--- src/rtl/regfile_mp_pkg.sv ---
// Shared definitions for the multi-port register file.
// Holds the clear sequencer state encoding and the default widths that
// decode and writeback also use.
package regfile_mp_pkg;

  localparam int DEFAULT_DATA_W = 32;
  localparam int DEFAULT_ADDR_W = 5;

  typedef enum logic {
    ST_CLEAR = 1'b0,
    ST_READY = 1'b1
  } seq_state_e;

endpackage

--- src/rtl/regfile_mp_rd_port.sv ---
// One combinational read port of the register file.
// It applies the enable, init and zero-register gating, and it optionally
// forwards same-cycle write data when REGFILE_BYPASS_EN is defined.
module regfile_rd_port
  import regfile_mp_pkg::*;
#(
  parameter int DATA_W   = DEFAULT_DATA_W,
  parameter int ADDR_W   = DEFAULT_ADDR_W,
  parameter int ZERO_REG = 1
) (
  input  logic              re,
  input  logic [ADDR_W-1:0] raddr,
  input  logic              init_done,
  input  logic [DATA_W-1:0] stored_data,
`ifdef REGFILE_BYPASS_EN
  input  logic              byp_we0,
  input  logic [ADDR_W-1:0] byp_waddr0,
  input  logic [DATA_W-1:0] byp_wdata0,
  input  logic              byp_we1,
  input  logic [ADDR_W-1:0] byp_waddr1,
  input  logic [DATA_W-1:0] byp_wdata1,
`endif
  output logic [DATA_W-1:0] rdata
);

  // Gate the stored value, then let lane 1 override lane 0 when bypassing
  always_comb begin
    rdata = '0;
    if (re && init_done && !((ZERO_REG != 0) && (raddr == '0))) begin
      rdata = stored_data;
`ifdef REGFILE_BYPASS_EN
      if (byp_we0 && (byp_waddr0 == raddr)) begin
        rdata = byp_wdata0;
      end
      if (byp_we1 && (byp_waddr1 == raddr)) begin
        rdata = byp_wdata1;
      end
`endif
    end
  end

endmodule

--- src/rtl/regfile_mp.sv ---
// Multi-port general purpose register file.
// It has NUM_RD combinational read ports and two synchronous write lanes.
// Storage is not reset, so a sequencer zeroes one entry per cycle after reset.
// Define REGFILE_BYPASS_EN to forward same-cycle write data to the reads.
module regfile_mp
  import regfile_mp_pkg::*;
#(
  parameter int DATA_W   = DEFAULT_DATA_W,
  parameter int ADDR_W   = DEFAULT_ADDR_W,
  parameter int NUM_RD   = 2,
  parameter int ZERO_REG = 1
) (
  input  logic                     clk,
  input  logic                     rst,
  output logic                     init_done,
  input  logic [NUM_RD-1:0]        re,
  input  logic [NUM_RD*ADDR_W-1:0] raddr,
  output logic [NUM_RD*DATA_W-1:0] rdata,
  input  logic                     we0,
  input  logic [ADDR_W-1:0]        waddr0,
  input  logic [DATA_W-1:0]        wdata0,
  input  logic                     we1,
  input  logic [ADDR_W-1:0]        waddr1,
  input  logic [DATA_W-1:0]        wdata1
);

  localparam int DEPTH = 1 << ADDR_W;
  localparam logic [ADDR_W:0] CLR_LAST = (ADDR_W + 1)'(DEPTH - 1);
  localparam logic [ADDR_W:0] CLR_ONE  = (ADDR_W + 1)'(1);

  logic [DATA_W-1:0] mem [DEPTH];

  seq_state_e        state_q, state_d;
  logic [ADDR_W:0]   clr_cnt_q, clr_cnt_d;
  logic              init_done_q, init_done_d;
  logic              clr_we;
  logic [ADDR_W-1:0] clr_addr;
  logic              lane0_we, lane1_we;

  assign init_done = init_done_q;

  // Next state of the clear sequencer: walk every entry once, then stay ready
  always_comb begin
    state_d     = state_q;
    clr_cnt_d   = clr_cnt_q;
    init_done_d = init_done_q;
    clr_we      = 1'b0;
    clr_addr    = clr_cnt_q[ADDR_W-1:0];
    if (state_q == ST_CLEAR) begin
      clr_we    = 1'b1;
      clr_cnt_d = clr_cnt_q + CLR_ONE;
      if (clr_cnt_q == CLR_LAST) begin
        state_d     = ST_READY;
        init_done_d = 1'b1;
      end
    end
  end

  // Sequencer registers; reset restarts the clear pass from entry 0
  always_ff @(posedge clk) begin
    if (rst) begin
      state_q     <= ST_CLEAR;
      clr_cnt_q   <= '0;
      init_done_q <= 1'b0;
    end else begin
      state_q     <= state_d;
      clr_cnt_q   <= clr_cnt_d;
      init_done_q <= init_done_d;
    end
  end

  // Qualified lane write enables: only once ready and never to a hardwired zero entry
  always_comb begin
    lane0_we = we0 && init_done_q && !((ZERO_REG != 0) && (waddr0 == '0));
    lane1_we = we1 && init_done_q && !((ZERO_REG != 0) && (waddr1 == '0));
  end

  // Storage writes; lane 1 is applied last so it wins a same-address collision
  always_ff @(posedge clk) begin
    if (!rst) begin
      if (clr_we) begin
        mem[clr_addr] <= '0;
      end
      if (lane0_we) begin
        mem[waddr0] <= wdata0;
      end
      if (lane1_we) begin
        mem[waddr1] <= wdata1;
      end
    end
  end

  for (genvar i = 0; i < NUM_RD; i++) begin : g_rd
    logic [ADDR_W-1:0] port_addr;
    assign port_addr = raddr[i*ADDR_W +: ADDR_W];

    regfile_rd_port #(
      .DATA_W  (DATA_W),
      .ADDR_W  (ADDR_W),
      .ZERO_REG(ZERO_REG)
    ) u_rd_port (
      .re         (re[i]),
      .raddr      (port_addr),
      .init_done  (init_done_q),
      .stored_data(mem[port_addr]),
`ifdef REGFILE_BYPASS_EN
      .byp_we0    (lane0_we),
      .byp_waddr0 (waddr0),
      .byp_wdata0 (wdata0),
      .byp_we1    (lane1_we),
      .byp_waddr1 (waddr1),
      .byp_wdata1 (wdata1),
`endif
      .rdata      (rdata[i*DATA_W +: DATA_W])
    );
  end

endmodule

--- config.mk ---
export PLATFORM = sky130hd
export DESIGN_NAME = regfile_mp
export DESIGN_NICKNAME = d
export VERILOG_FILES = /design/src/rtl/regfile_mp_pkg.sv /design/src/rtl/regfile_mp_rd_port.sv /design/src/rtl/regfile_mp.sv
export SDC_FILE = /design/constraint.sdc
export NUM_CORES = 2
export LEC_CHECK = 0
export CORE_ASPECT_RATIO = 1.1
export CORE_UTILIZATION = 55
export CTS_BUF_LIST = sky130_fd_sc_hd__clkbuf_16
export DETAILED_ROUTE_END_ITERATION = 6
export PLACE_DENSITY = 0.76
export SLEW_MARGIN = 25
export SYNTH_ARGS = -nofsm -noshare
export SYNTH_HDL_FRONTEND = slang
export SYNTH_SLANG_ARGS = --single-unit
export TNS_END_PERCENT = 1
--- constraint.sdc ---
create_clock -name clk -period 3.7 [get_ports clk]
set_input_delay 0.925 -clock clk [delete_from_list [all_inputs] [get_ports clk]]
set_output_delay 0.925 -clock clk [all_outputs]
set_load 0.01 [all_outputs]
==> key figures <==
Critical path
  • Cells along the critical path: clkbuf_8 > buf_12 > nor2b_4 > buf_4 > buf_12 > a22oi_1 > a31oi_1 > a32oi_2 > clkdlybuf4s15_2
  • Crit-path slowest cell: nor2b_4
  • R2R Setup Slk: 0.87 ns
  • CP required: 2.77 ns
  • Critical path data arrival time: 2.92 ns
  • Kind of critical path: in2out
  • Worst Setup End Kind: output pin
  • Largest stage delay on the critical path: 0.50 ns
  • Crit path launch type: input port
  • Most frequent CP cell: buf_12
  • R2r startpoint: init_done
  • Worst reg-to-reg path cell count: 8
  • Reg2reg end: mem[17][15]
  • CP Max Fanout: 12

Synth
  • Area of the mapped netlist: 60800 µm²
  • YS warnings: 0
  • Synth top area share: 50.6%
  • Yosys reg bits: 1032
  • EDFF count, synth: 1024
  • Top cells by area, synth: edfxtp_1 (51%), a22o_1 (14%), mux4_2 (9.6%)
  • Asr flop ratio synth: 0%
  • Main synth FF type: edfxtp_1
  • Biggest area consumer among synthesized cells: edfxtp_1
  • Netlist cell types: 64
  • Syn avg cell area: 13.8 µm²
  • Register area share after synthesis: 50.9%
  • Mapped Cells: 4398

Place
  • Number of port buffers: 154
  • HPWL after DPL: 160 mm
  • Placed insts: 5950
  • Setup Slack @ Placement: -0.825 ns
  • Final Wtd Congestion: 0.981

Cells and area
  • Area occupied by multi-input gates: 28300 µm²
  • Share of layout cells above drive strength 1: 31.6%
  • Non-filler cells, final: 6237
  • Most common cell after layout, fill and taps aside: edfxtp_1
  • Area Growth Syn to Fin: 21.4%
  • # nets final: 4818
  • Fillers: 7363
  • Reg area: 30900 µm²
  • Most frequent cells in the layout: edfxtp_1 (1024), a22o_1 (992), mux2i_1 (515)

Global route
  • Total grt overflow: 0
  • Vias in the first global route: 50235
  • Pin count of the biggest net entering global routing: 34
  • GRT Util Overall: 47.0%
  • Initial antenna violation count: 13
  • Global-route wire length before repair: 367 mm

STA
  • Setup TNS: -1.58 ns
  • Max-slew violation count: 0
  • Tmin final: 3.84 ns
  • Fin Clk Skew: 0.0348 ns
  • Slew @ Worst Pin: 1.19 ns
  • Final setup viols: 33
  • Final worst-path cycle share: 104%
  • FMAX: 0.260 GHz
  • Hold slack final: 0.497 ns
  • Max_slew headroom: 20.2%
  • RSZ-0062 raised after global routing: true
  • Worst setup margin: -0.144 ns
  • Hold Violations, Final: 0

Clock tree
  • H-tree depth: 3
  • Clk Latency, worst-skew pair: 0.75 ns
  • TritonCTS buffer count: 110
  • CTS root buffer: clkbuf_16
  • Clock slew at reported path FFs: 0.05 ns
  • Clock Path Buffers: 3
  • TritonCTS Sinks: 1032
  • TritonCTS clock tree: built

Die
  • Die ar.: 112000 µm²
  • Initial Util: 55.6%
  • Core Rows: 127
  • Die width: 319 µm
  • Die H: 351 µm
  • Core Box Area: 109000 µm²
  • Total I/O pin count: 155

Power and ir drop
  • Worst vdd ir: 410 µV
  • PwrDens: 356 nW/µm²
  • Sequential share of power: 48.7%
  • Psw: 6590 µW
  • Final Total Pwr: 26200 µW
  • Internal power: 19700 µW
  • Clk network pwr share: 40.9%
  • Leakage: 0.0285 µW
  • Switch share: 25.1%
  • Combinational share of power: 10.4%

Drt
  • Vias: 51521
  • DR iter-0 viols: 9986
  • DRC Markers: 51
  • Antenna viol nets, final: 0
  • Avg WL per Cell: 43.1 µm
  • Vias per cell: 8.26
  • WL final: 269 mm
  • 1st-pass router iterations: 7

Worst hold path
  • WHS Path Cells: 1
  • Endpoint of the worst hold path: init_done
  • Worst hold path class: reg2reg
  • Hold Crit Start: clr_cnt_q[5]

Outcome
  • Status: complete, but fails checks
  • Failing checks: DRC, setup timing

Flow run
  • Max-cap viol count: 0
[metrics by stage]
stage               util, %  area [µm²]
floorplan                 -       60900
global route           67.5       73800
detailed placement     62.2       68000
CTS                    67.0       73300
global placement       62.2       68000
finish                 67.5       73800
[synthesized netlist by cell type, types with 8 or more instances]
master,instances
a21oi_1,52
a221oi_1,31
a22o_1,992
a22oi_1,192
a311o_1,9
a31oi_1,40
a32oi_1,62
buf_1,11
buf_2,196
buf_4,30
buf_6,42
clkbuf_1,345
dfxtp_1,8
edfxtp_1,1024
inv_2,12
mux2_2,87
mux2i_1,515
mux4_2,258
nand2_1,105
nand2b_1,42
nand3_1,96
nand3b_1,10
nor2_1,33
nor2b_1,8
nor3_2,27
nor3_4,28
o21ai_0,13
o21ai_1,19
o221ai_1,13
[worst max-delay path: cells and delay by family]
family	cells	cell delay [ns]
AOI/OAI and AO/OA	3	0.48
and+or+nand+nor	1	0.50
buffers and inverters	5	0.97
[registers in the layout, summed over array words and instances, names as in the netlist]
signal and cells:
init_done 1, mem 1024, state_q 1, clr_cnt_q 6
[how the worst max path moves through the flow]
stage                  to  slack, ns  startpoint  cells after the start
6_report        rdata[27]      -0.14    raddr[1]                      9
2_1_floorplan  mem[25][0]      -0.16         rst                      5
3_5_place_dp     rdata[2]      -0.83       re[0]                      8
3_3_place_gp     rdata[2]      -0.83       re[0]                      8
4_1_cts          rdata[2]      -0.18    raddr[0]                      8
5_1_grt          rdata[4]      -0.09    raddr[1]                     11
[metal layers]
layer / GRT usage (%) / vias up / part of all wire [%]
met2: 65.0 / 5992 / 40
met4: 36.3 / 13 / 9.9
met1: 55.2 / 24753 / 30
li1: - / 18943 / -
met5: 0.684 / - / 0.078
met3: 24.3 / 1820 / 20
[power by group through the flow]
| stage | Clock (µW) | Combinational, µW | Sequential [µW] |
|---|---|---|---|
| 2_1_floorplan | 0 | 1270 | 13000 |
| 3_3_place_gp | 0 | 2330 | 13000 |
| 3_5_place_dp | 0 | 2340 | 13000 |
| 4_1_cts | 10600 | 2540 | 12800 |
| 5_1_grt | 11000 | 2730 | 12800 |
| 6_report | 10700 | 2730 | 12800 |
[area by class of cell]
cell class | count | share of cell area (%)
multi-input cells | 2739 | 38.4
inverters | 19 | 0.100
repair buffers | 822 | 12.6
well taps | 1419 | 2.41
clock inverters | 83 | 0.799
diodes | 11 | 0.0373
clock buffers | 112 | 3.80
flip-flops and latches | 1032 | 41.9
[cell families (layout without fill, tap and decap cells)]
group	after synthesis	in the layout	share of synthesized area, %
AOI/OAI and AO/OA	1434	1434	19.6
xor gates and xnor gates	5	5	0.0721
adders and majority gates	4	4	0.0824
buffers and inverters	658	1036	5.37
DFF	1032	1032	50.9
muxes	860	860	19.7
other	1	43	0.00617
and+or+nand+nor	404	404	4.33
[repair_timing]
item	CTS	global route
buffers inserted	47	22
pin swaps	60	42
endpoints found under the setup margin	64	57
gates cloned	13	2
gates resized for setup	381	92
hold buffers	0	0
No activity file was read; power rests on OpenSTA's default activity.
